### src/rtl/lbist_ctrl.sv
// Logic BIST controller: sweeps every test pattern against each injected fault and counts detections.
// Define LBIST_EARLY_EXIT_EN to leave a fault's pattern sweep on its first detected mismatch.
module lbist_ctrl #(
  parameter int unsigned IN_BITS    = 4,
  parameter int unsigned OUT_BITS   = 4,
  parameter int unsigned NUM_FAULTS = 16
) (
  input  logic                              clk,
  input  logic                              rst,
  input  logic                              start,
  input  logic                              abort,
  input  logic [OUT_BITS-1:0]               CUT_OP,
  input  logic [OUT_BITS-1:0]               FF_OP,
  output logic [IN_BITS-1:0]                TEST_IP,
  output logic                              inc,
  output logic                              busy,
  output logic                              done,
  output logic [$clog2(NUM_FAULTS)-1:0]     cur_fault,
  output logic [$clog2(NUM_FAULTS+1)-1:0]   det_cnt
);

  localparam int unsigned FW = $clog2(NUM_FAULTS);
  localparam int unsigned CW = $clog2(NUM_FAULTS + 1);
  localparam logic [IN_BITS-1:0] TipMax = '1;
  localparam logic [FW-1:0] LastFault = FW'(NUM_FAULTS - 1);

  typedef enum logic [2:0] {
    StIdle,
    StApply,
    StNext,
    StSettle,
    StDone
  } state_e;

  state_e             r_state, w_state_d;
  logic [IN_BITS-1:0] r_test_ip, w_test_ip_d;
  logic [FW-1:0]      r_cur_fault, w_cur_fault_d;
  logic [CW-1:0]      r_det_cnt, w_det_cnt_d;
  logic               r_det, w_det_d;
  logic               w_inc;
  logic               w_mis;

  assign w_mis = (CUT_OP != FF_OP);

  always_ff @(posedge clk or negedge rst) begin
    if (!rst) begin
      r_state     <= StIdle;
      r_test_ip   <= '0;
      r_cur_fault <= '0;
      r_det_cnt   <= '0;
      r_det       <= 1'b0;
    end else begin
      r_state     <= w_state_d;
      r_test_ip   <= w_test_ip_d;
      r_cur_fault <= w_cur_fault_d;
      r_det_cnt   <= w_det_cnt_d;
      r_det       <= w_det_d;
    end
  end

  always_comb begin
    w_state_d     = r_state;
    w_test_ip_d   = r_test_ip;
    w_cur_fault_d = r_cur_fault;
    w_det_cnt_d   = r_det_cnt;
    w_det_d       = r_det;
    w_inc         = 1'b0;
    unique case (r_state)
      StIdle, StDone: begin
        if (start) begin
          w_state_d     = StApply;
          w_test_ip_d   = '0;
          w_cur_fault_d = '0;
          w_det_cnt_d   = '0;
          w_det_d       = 1'b0;
        end
      end
      StApply: begin
        // abort wins: the mismatch of this cycle must not reach det_cnt
        if (abort) begin
          w_state_d = StIdle;
        end else begin
          if (w_mis) w_det_d = 1'b1;
`ifdef LBIST_EARLY_EXIT_EN
          if (w_mis || (r_test_ip == TipMax)) w_state_d = StNext;
          else                                w_test_ip_d = r_test_ip + 1'b1;
`else
          if (r_test_ip == TipMax) w_state_d = StNext;
          else                     w_test_ip_d = r_test_ip + 1'b1;
`endif
        end
      end
      StNext: begin
        if (abort) begin
          w_state_d = StIdle;
        end else begin
          if (r_det) w_det_cnt_d = r_det_cnt + CW'(1);
          if (r_cur_fault != LastFault) begin
            w_inc     = 1'b1;
            w_state_d = StSettle;
          end else begin
            w_state_d = StDone;
          end
        end
      end
      StSettle: begin
        if (abort) begin
          w_state_d = StIdle;
        end else begin
          w_cur_fault_d = r_cur_fault + 1'b1;
          w_test_ip_d   = '0;
          w_det_d       = 1'b0;
          w_state_d     = StApply;
        end
      end
      default: w_state_d = StIdle;
    endcase
  end

  assign TEST_IP   = r_test_ip;
  assign inc       = w_inc;
  assign busy      = (r_state == StApply) || (r_state == StNext) || (r_state == StSettle);
  assign done      = (r_state == StDone);
  assign cur_fault = r_cur_fault;
  assign det_cnt   = r_det_cnt;

endmodule

### config.mk
export PLATFORM = sky130hd
export DESIGN_NAME = lbist_ctrl
export DESIGN_NICKNAME = d
export VERILOG_FILES = /design/src/rtl/lbist_ctrl.sv
export SDC_FILE = /design/constraint.sdc
export NUM_CORES = 1
export LEC_CHECK = 0
export BUFFER_PORTS_ARGS = -buffer_cell sky130_fd_sc_hd__buf_2
export CAP_MARGIN = 20
export CORE_UTILIZATION = 48
export CTS_BUF_LIST = sky130_fd_sc_hd__clkbuf_8
export DETAILED_ROUTE_END_ITERATION = 8
export PLACE_DENSITY = 0.77
export SLEW_MARGIN = 20
export SYNTH_ARGS = -nofsm -noshare
export SYNTH_HDL_FRONTEND = slang
export SYNTH_SLANG_ARGS = --single-unit
### constraint.sdc
create_clock -name clk -period 1.4 [get_ports clk]
set_input_delay 0.21 -clock clk [delete_from_list [all_inputs] [get_ports clk]]
set_output_delay 0.21 -clock clk [all_outputs]
set_load 0.01 [all_outputs]
==> results of run 1 <==
[cell type report]
| cell class | count | area share, % |
|---|---|---|
| clock buffers | 3 | 2.52 |
| clock inverters | 1 | 0.230 |
| inverters | 2 | 0.459 |
| multi-input cells | 84 | 46.1 |
| flip-flops and latches | 17 | 26.1 |
| well taps | 27 | 2.07 |
| repair buffers | 53 | 22.6 |
[worst min-delay path, cell delays in order]
cell and delay, ns:
buf_2 0.10, buf_4 0.12, o32ai_1 0.06
[power by group through the flow]
stage / Clock (mW) / Sequential (mW) / Combinational (mW)
final: 0.371 / 0.587 / 0.395
after global routing: 0.400 / 0.592 / 0.426
after CTS: 0.362 / 0.582 / 0.362
after detailed placement: 0 / 0.588 / 0.322
after global placement: 0 / 0.586 / 0.312
after floorplan: 0 / 0.605 / 0.152
[per-layer routing]
layer  GRT usage [%]  vias up
met4            10.3        0
met2            47.7       37
met1            36.1      553
li1                -      513
met5               0        -
met3            3.74       11
[how the worst max path moves through the flow]
stage	depth (start not counted)	slack, ns	endpoint
floorplan	4	-0.07	TEST_IP[1]
CTS	4	-0.18	TEST_IP[0]
global placement	3	-0.05	TEST_IP[0]
global route	3	-0.26	inc
finish	5	-0.23	TEST_IP[3]
detailed placement	3	-0.11	TEST_IP[1]
[state kept, by name, summed over array words and instances (netlist names)]
signal	flops
det_cnt	5
TEST_IP	4
cur_fault	4
r_state	3
r_det	1
[cells in the mapped netlist, types with 2 or more instances]
| cell type | n | area, µm² |
|---|---|---|
| a21oi_1 | 7 | 35.0 |
| ha_1 | 3 | 37.5 |
| nand4bb_1 | 3 | 33.8 |
| mux2_2 | 2 | 22.5 |
| nand3_1 | 10 | 50.1 |
| nand3b_1 | 2 | 15.0 |
| xor2_1 | 4 | 35.0 |
| o211ai_1 | 4 | 30.0 |
| mux2i_1 | 3 | 30.0 |
| nand4b_1 | 2 | 17.5 |
| clkbuf_1 | 4 | 15.0 |
| or3b_4 | 2 | 22.5 |
| nor2_1 | 5 | 18.8 |
| dfrtp_1 | 17 | 425 |
| nor3b_1 | 3 | 22.5 |
| nor3_1 | 3 | 15.0 |
| nand2_1 | 10 | 37.5 |
| nand2b_1 | 4 | 25.0 |
| inv_1 | 2 | 7.51 |
[metrics by stage]
step                      setup TNS (ns)  utilization, %
after floorplan                   -0.159               -
after global placement            -0.138            66.2
after detailed placement          -0.369            66.2
after CTS                         -0.635            76.6
after global routing               -2.33            80.9
final                              -1.67            80.9
[timing repair]
action | 4_1_cts | 5_1_grt
buffers inserted | 5 | 4
setup endpoints to repair | 9 | 17
pin swaps | 9 | 7
hold buffers | 1 | 0
hold endpoints to repair | 17 | 0
resized for setup | 24 | 15
[logic make-up after synthesis]
logic type / after synthesis
xor+xnor: 5
mux: 5
fa+ha+maj: 3
buf+inv: 9
compound gates: 20
flops: 17
simple gates: 51
==> qor.yml, run 1 <==
worst_setup_path:
  critPathMaxStageDelay_ns: 0.40
  setup.worst_path.start: "r_state[2]"
  criticalPathCategory: "reg -> reg"
  crit_buf_inv: 2
  worstPathArrival_ns: 1.82
  reg2reg_depth: 5
  rrSetupSlack_ns: -0.23
  cp_max_fo: 4
  crit_path_cell_trace: "buf_6 -> or3b_4 -> buf_4 -> or3_4 -> a21oi_2"
  reg2reg_to: "TEST_IP[3]"
  r2r_start: "r_state[2]"
  startpoint_type: "flip-flop"
  crit_family: "simple AND/OR/NAND/NOR gates"
  worstSetupEndpointType: "flip-flop"
  slowest_stage: "dfrtp_1"
  cp_data_required_time_ns: 1.59
drt:
  dr.pass1.iters: 4
  via_per_inst: 5.96
  wl_um: 3280
  met2_length_um: 1590
  wl_met3_um: 136
  vias: 1114
  route.detailed.drc: 0
  wl_met1_um: 1480
  drtIter0Drc: 25
  highest_layer: "met4"
  antenna_left: 0
  post_drt_wl_per_cell_um: 17.5
yosys:
  ys.flop_type: "dfrtp_1"
  synthArstFlopShare_pct: 100
  muxShareOfSynthArea_pct: 4.97
  synth_edf_count: 0
  syn-num-nets: 125
  netlist_area_um2: 1060
  ys_warn_count: 0
  synth_top_family_by_area: "simple AND/OR/NAND/NOR gates"
  yosys.area_share.simple_pct: 29.8
  synth.yosys.seq_area_share_pct: 40.2
  synthAdderAreaFrac_pct: 3.55
  ys_ff_latch: 17
  synth_cell_type_count: 39
  synth-xor-area-share_pct: 4.14
  syn_inst: 110
  syn_avg_cell_area_um2: 9.61
  synth_compound_area_share_pct: 12.9
clock_tree:
  path_clk_slew_ns: 0.07
  htreeDepth: 1
  cts-root-buf: "clkbuf_8"
  clkLatencyLatePin_ns: 0.26
  ctsLongestPathBuffers: 2
  cts_buffers: 3
  cts_tree: "done"
  cts.sink_count: 17
pwr:
  pwr_density_cell_nw_per_um2: 828
  leakagePower_nw: 0.755
  comb_power_share_pct: 29.2
  irDropWorstVdd_v: 0.000893
  swShare_pct: 31.7
  p_sw_mw: 0.429
  power.total_mw: 1.35
  intPower_mw: 0.924
  pwr-share-clk_pct: 27.4
  seq_power_share_pct: 43.4
final_layout:
  postLayoutCellArea_um2: 1640
  regArea_um2: 427
  drive_above_1_share_pct: 51.2
  final_nets: 176
  n_fill_cell: 128
  area_growth_pct: 54.7
  n_antenna_cell: 0
  layout.cells.non_filler: 187
  final_cell_mix: "buf_2, buf_4, dfrtp_1"
  layout_commonest_cell: "buf_2"
  multiInputGateArea_um2: 753
placed_design:
  postPlaceCellArea_um2: 1340
  dp.cells: 175
  place_congestion: 0.777
  place_hpwl_um: 1920
  io_buffers: 27
  place_ws_ns: -0.111
global_routing:
  grt_use_total_pct: 28.0
  grt.overflow.total: 0
  grt_pass1_wl_um: 5110
  grt_start_max_net_pins: 20
  antenna_found_initial: 0
  grt_pass1_vias: 1091
floorplan:
  dieArea_um2: 2390
  rows: 16
  die_w_um: 48.9
  die_h_um: 48.9
  coreArea_um2: 2020
  io_pins: 28
  start_util_pct: 52.3
sta:
  final-max-slew-violation-count: 0
  setup_violations: 15
  rsz0062_at_grt: "true"
  worst_pin_slew_ns: 0.399
  holdWs_ns: 0.271
  layout_setup_ws_ns: -0.229
  fmaxAchievable_mhz: 614
  relSlewSlack_pct: 73.4
  period_minus_slack_ns: 1.63
  fin_crit_sh_pct: 116
  hold_violations: 0
  finalClockSkew_ns: 0.00189
min_path:
  hp-class: "in -> reg"
  hold_path_end: "r_state[2]"
  min-delay-start: "start"
  min_path_cells: 3
run:
  drv_cap: 0
run_status:
  violations: "setup timing"
  status: "complete, but fails checks"
(Power assumes the default switching activity.)
==> run 2: changes to the inputs <==
--- a/config.mk
+++ b/config.mk
@@ -7,6 +7,7 @@
 export LEC_CHECK = 0
 export BUFFER_PORTS_ARGS = -buffer_cell sky130_fd_sc_hd__buf_2
 export CAP_MARGIN = 20
+export CORE_ASPECT_RATIO = 1.5
 export CORE_UTILIZATION = 48
 export CTS_BUF_LIST = sky130_fd_sc_hd__clkbuf_8
 export DETAILED_ROUTE_END_ITERATION = 8
==> qor.yml, run 2 (synthesis results as in run 1) <==
worst_setup_path:
  criticalPathCategory: "reg -> reg"
  reg2reg_to: "cur_fault[3]"
  crit_path_cell_trace: "or3b_4 -> buf_6 -> or4b_1 -> o211ai_1"
  worstSetupEndpointType: "flip-flop"
  rrSetupSlack_ns: -0.22
  cp_data_required_time_ns: 1.58
  cp_max_fo: 3
  reg2reg_depth: 4
  worstPathArrival_ns: 1.80
  r2r_start: "r_state[2]"
  slowest_stage: "or4b_1"
  crit_buf_inv: 1
  crit_family: "simple AND/OR/NAND/NOR gates"
  startpoint_type: "flip-flop"
  critPathMaxStageDelay_ns: 0.48
final_layout:
  largest_reg_flops: 5
  final_cell_mix: "buf_2, buf_4, dfrtp_1"
  n_fill_cell: 113
  regArea_um2: 427
  area_growth_pct: 62.0
  drive_above_1_share_pct: 53.6
  layout.cells.non_filler: 188
  final_nets: 182
  layout_commonest_cell: "buf_2"
  multiInputGateArea_um2: 771
  n_antenna_cell: 0
global_routing:
  grt_pass1_wl_um: 5180
  grt_use_total_pct: 31.9
  grt_pass1_vias: 1149
  antenna_found_initial: 0
  grt_start_max_net_pins: 18
  grt.overflow.total: 0
floorplan:
  die_w_um: 40.3
  io_pins: 28
  die_h_um: 59.5
  start_util_pct: 51.5
  dieArea_um2: 2400
  coreArea_um2: 2050
  rows: 20
sta:
  final-max-slew-violation-count: 0
  period_minus_slack_ns: 1.62
  setup_violations: 15
  fin_setup_tns_ns: -1.51
  fmaxAchievable_mhz: 616
  finalClockSkew_ns: 0.00142
  rsz0062_at_grt: "true"
  layout_setup_ws_ns: -0.223
  hold_violations: 0
  holdWs_ns: 0.262
  relSlewSlack_pct: 73.7
  fin_crit_sh_pct: 116
  worst_pin_slew_ns: 0.394
placed_design:
  io_buffers: 27
  dp.cells: 174
  place_hpwl_um: 1990
  place_congestion: 0.879
min_path:
  min-delay-start: "start"
  min_path_cells: 3
  hold_path_end: "r_state[2]"
  hp-class: "in -> reg"
drt:
  route.detailed.drc: 0
  wl_um: 3560
  dr.pass1.iters: 4
  post_drt_wl_per_cell_um: 18.9
  vias: 1157
  antenna_left: 0
  drtIter0Drc: 31
  via_per_inst: 6.15
clock_tree:
  cts_tree: "done"
  cts.sink_count: 17
  htreeDepth: 1
  clkLatencyLatePin_ns: 0.26
  path_clk_slew_ns: 0.07
  cts_buffers: 3
  cts-root-buf: "clkbuf_8"
  ctsLongestPathBuffers: 2
run:
  drv_cap: 0
pwr:
  irDropWorstVdd_v: 0.000690
  seq_power_share_pct: 42.0
  pwr-share-clk_pct: 27.4
  power.total_mw: 1.39
  intPower_mw: 0.947
  swShare_pct: 32.1
  comb_power_share_pct: 30.6
  leakagePower_nw: 0.792
  pwr_density_cell_nw_per_um2: 813
  p_sw_mw: 0.447
run_status:
  status: "complete, but fails checks"
  violations: "setup timing"
run 2: cell types whose count changed in the layout (fill, tap and decap cells not counted), sizes merged:
| cell | previous run | this run |
|---|---|---|
| buf | 52 | 58 |
run 2: layout make-up:
class,count,share of cell area (%)
Multi-Input combinational cell,84,45.0
Inverter,2,0.438
Timing Repair Buffer,59,25.4
Sequential cell,17,24.9
Clock inverter,1,0.219
Clock buffer,3,2.41
Tap cell,22,1.61
run 2: worst max-delay path by stage:
stage,from,end,cells after the start
finish,r_state[2],cur_fault[3],4
floorplan,r_state[1],TEST_IP[1],4
CTS,r_state[2],inc,3
global placement,r_state[0],TEST_IP[0],3
detailed placement,r_state[0],TEST_IP[0],3
global route,r_state[2],inc,3
run 2: per-layer routing:
| metal | vias to the layer above | wire (µm) | GRT usage, % |
|---|---|---|---|
| met2 | 53 | 1780 | 53.5 |
| met4 | 0 | 150 | 16.2 |
| met3 | 15 | 207 | 4.14 |
| met1 | 568 | 1420 | 37.6 |
| li1 | 521 | - | - |
| met5 | - | 0 | 0 |
run 2: what timing repair did:
| action | in CTS | in global routing |
|---|---|---|
| endpoints found under the setup margin | 12 | 17 |
| hold buffers | 1 | 0 |
| hold endpoints to repair | 17 | 0 |
| pin swaps | 11 | 9 |
| cloned | 0 | 0 |
| setup buffers | 6 | 4 |
| resized for setup | 30 | 17 |
run 2: power by group through the flow:
stage                     Sequential [mW]  Combinational (mW)  Clock, mW
after floorplan                     0.605               0.152          0
after global placement              0.584               0.327          0
after detailed placement            0.588               0.338          0
after CTS                           0.582               0.392      0.376
after global routing                0.589               0.462      0.394
final                               0.585               0.427      0.382
run 2: per-stage QoR:
step / util, % / setup WS, ns / cell area [µm²]
after floorplan: - / -0.0685 / 1070
after global placement: 66.3 / -0.0600 / 1360
after detailed placement: 66.3 / -0.119 / 1360
after CTS: 78.8 / -0.177 / 1620
after global routing: 83.5 / -0.250 / 1710
final: 83.5 / -0.223 / 1710
run 2: worst register-to-register path, stage by stage, from the launching register on:
cell,delay [ns]
dfrtp_1,0.41
or3b_4,0.41
buf_6,0.13
or4b_1,0.48
o211ai_1,0.11
==> run 3: changes to the inputs <==
--- a/config.mk
+++ b/config.mk
@@ -7,11 +7,13 @@
 export LEC_CHECK = 0
 export BUFFER_PORTS_ARGS = -buffer_cell sky130_fd_sc_hd__buf_2
 export CAP_MARGIN = 20
+export CELL_PAD_IN_SITES_DETAIL_PLACEMENT = 1
+export CELL_PAD_IN_SITES_GLOBAL_PLACEMENT = 1
 export CORE_ASPECT_RATIO = 1.5
-export CORE_UTILIZATION = 48
+export CORE_UTILIZATION = 36
 export CTS_BUF_LIST = sky130_fd_sc_hd__clkbuf_8
 export DETAILED_ROUTE_END_ITERATION = 8
-export PLACE_DENSITY = 0.77
+export PLACE_DENSITY_LB_ADDON = 0.1
 export SLEW_MARGIN = 20
 export SYNTH_ARGS = -nofsm -noshare
 export SYNTH_HDL_FRONTEND = slang
==> qor.yml, run 3 (synthesis results as in run 1) <==
run_status:
  status: "complete, but fails checks"
  violations: "setup timing"
drt:
  dr.pass1.iters: 4
  via_per_inst: 5.58
  post_drt_wl_per_cell_um: 21.1
  route.detailed.drc: 0
  wl_um: 4390
  vias: 1161
  antenna_left: 0
  drtIter0Drc: 24
worst_setup_path:
  cp_data_required_time_ns: 1.57
  startpoint_type: "flip-flop"
  criticalPathCategory: "reg -> reg"
  worstPathArrival_ns: 1.81
  cp_max_fo: 4
  worstSetupEndpointType: "flip-flop"
sta:
  finalClockSkew_ns: 0.00219
  rsz0062_at_grt: "true"
  hold_violations: 0
  setup_violations: 18
  final-max-slew-violation-count: 0
  relSlewSlack_pct: 71.1
  worst_pin_slew_ns: 0.433
  holdWs_ns: 0.208
  fin_crit_sh_pct: 117
  fmaxAchievable_mhz: 610
  layout_setup_ws_ns: -0.240
  period_minus_slack_ns: 1.64
global_routing:
  grt_pass1_vias: 1229
  grt_pass1_wl_um: 6100
  grt_use_total_pct: 27.7
  grt.overflow.total: 0
  grt_start_max_net_pins: 18
  antenna_found_initial: 0
clock_tree:
  cts_buffers: 3
  cts-root-buf: "clkbuf_8"
  cts.sink_count: 17
  htreeDepth: 1
  cts_tree: "done"
  path_clk_slew_ns: 0.07
  clkLatencyLatePin_ns: 0.25
  ctsLongestPathBuffers: 2
floorplan:
  coreArea_um2: 2730
  die_h_um: 68.4
  io_pins: 28
  rows: 23
  dieArea_um2: 3160
  start_util_pct: 38.7
  die_w_um: 46.3
final_layout:
  n_fill_cell: 306
  multiInputGateArea_um2: 818
  final_util_pct: 66.5
  layout_commonest_cell: "buf_2"
  final_cell_mix: "buf_2, buf_4, dfrtp_1"
  final_nets: 187
  regArea_um2: 427
  n_antenna_cell: 0
  postLayoutCellArea_um2: 1820
  largest_reg_flops: 5
  drive_above_1_share_pct: 58.5
  area_growth_pct: 72.0
placed_design:
  place_congestion: 0.794
  place_hpwl_um: 2290
  postPlaceCellArea_um2: 1380
  io_buffers: 27
min_path:
  hp-class: "in -> reg"
pwr:
  irDropWorstVdd_v: 0.000551
  leakagePower_nw: 0.826
  power.total_mw: 1.44
  pwr_density_cell_nw_per_um2: 792
run:
  drv_cap: 0
run 3: where the power goes:
part / switching, mW / internal [mW] / total, mW
combinational: 0.243 / 0.230 / 0.473
sequential: 0.0608 / 0.533 / 0.593
clock: 0.178 / 0.195 / 0.373
run 3: worst max-delay path: stages, from the launching register on:
cell	delay (ns)
dfrtp_1	0.39
buf_6	0.12
or3b_4	0.40
or4_4	0.49
a31oi_1	0.16
run 3: area by class of cell:
class	count	share of cell area, %
Tap cell	37	2.55
Clock inverter	1	0.206
Inverter	2	0.619
Clock buffer	3	2.27
Sequential cell	17	23.5
Timing Repair Buffer	64	25.9
Multi-Input combinational cell	84	45.0
run 3: metal layers:
| layer | part of all wire (%) | track usage, % | up-vias |
|---|---|---|---|
| li1 | - | - | 533 |
| met1 | 39 | 32.7 | 588 |
| met2 | 56 | 49.6 | 32 |
| met3 | 2.3 | 2.64 | 8 |
| met4 | 2.0 | 10.3 | 0 |
| met5 | 0 | 0 | - |
run 3: path summary, 6_finish.rpt:
| kind | startpoint | to | slack, ns | depth (start not counted) |
|---|---|---|---|---|
| min | start | r_state[2] | 0.21 | 2 |
| min reg2reg | det_cnt[3] | det_cnt[3] | 0.57 | 2 |
| min in group asynchronous | rst | TEST_IP[3] | 0.44 | 2 |
| max in group asynchronous | rst | TEST_IP[0] | 0.64 | 2 |
| max reg2reg | r_state[2] | TEST_IP[0] | -0.24 | 4 |
| max | r_state[2] | TEST_IP[0] | -0.24 | 4 |
run 3: through the flow:
stage                     TNS (ns)  instances  worst slack, ns
after floorplan             -0.159        110          -0.0685
after global placement      -0.265        189          -0.0901
after detailed placement    -0.433        189          -0.0970
after CTS                    -1.74        203           -0.187
after global routing         -3.17        208           -0.271
final                        -2.12        208           -0.240
run 3: repair_timing:
action / in CTS / in global routing
endpoints found under the hold margin: 17 / 0
setup buffers: 9 / 6
hold buffers: 1 / 0
pin swaps: 14 / 12
gates cloned: 0 / 0
resized for setup: 32 / 22
setup endpoints to repair: 11 / 19
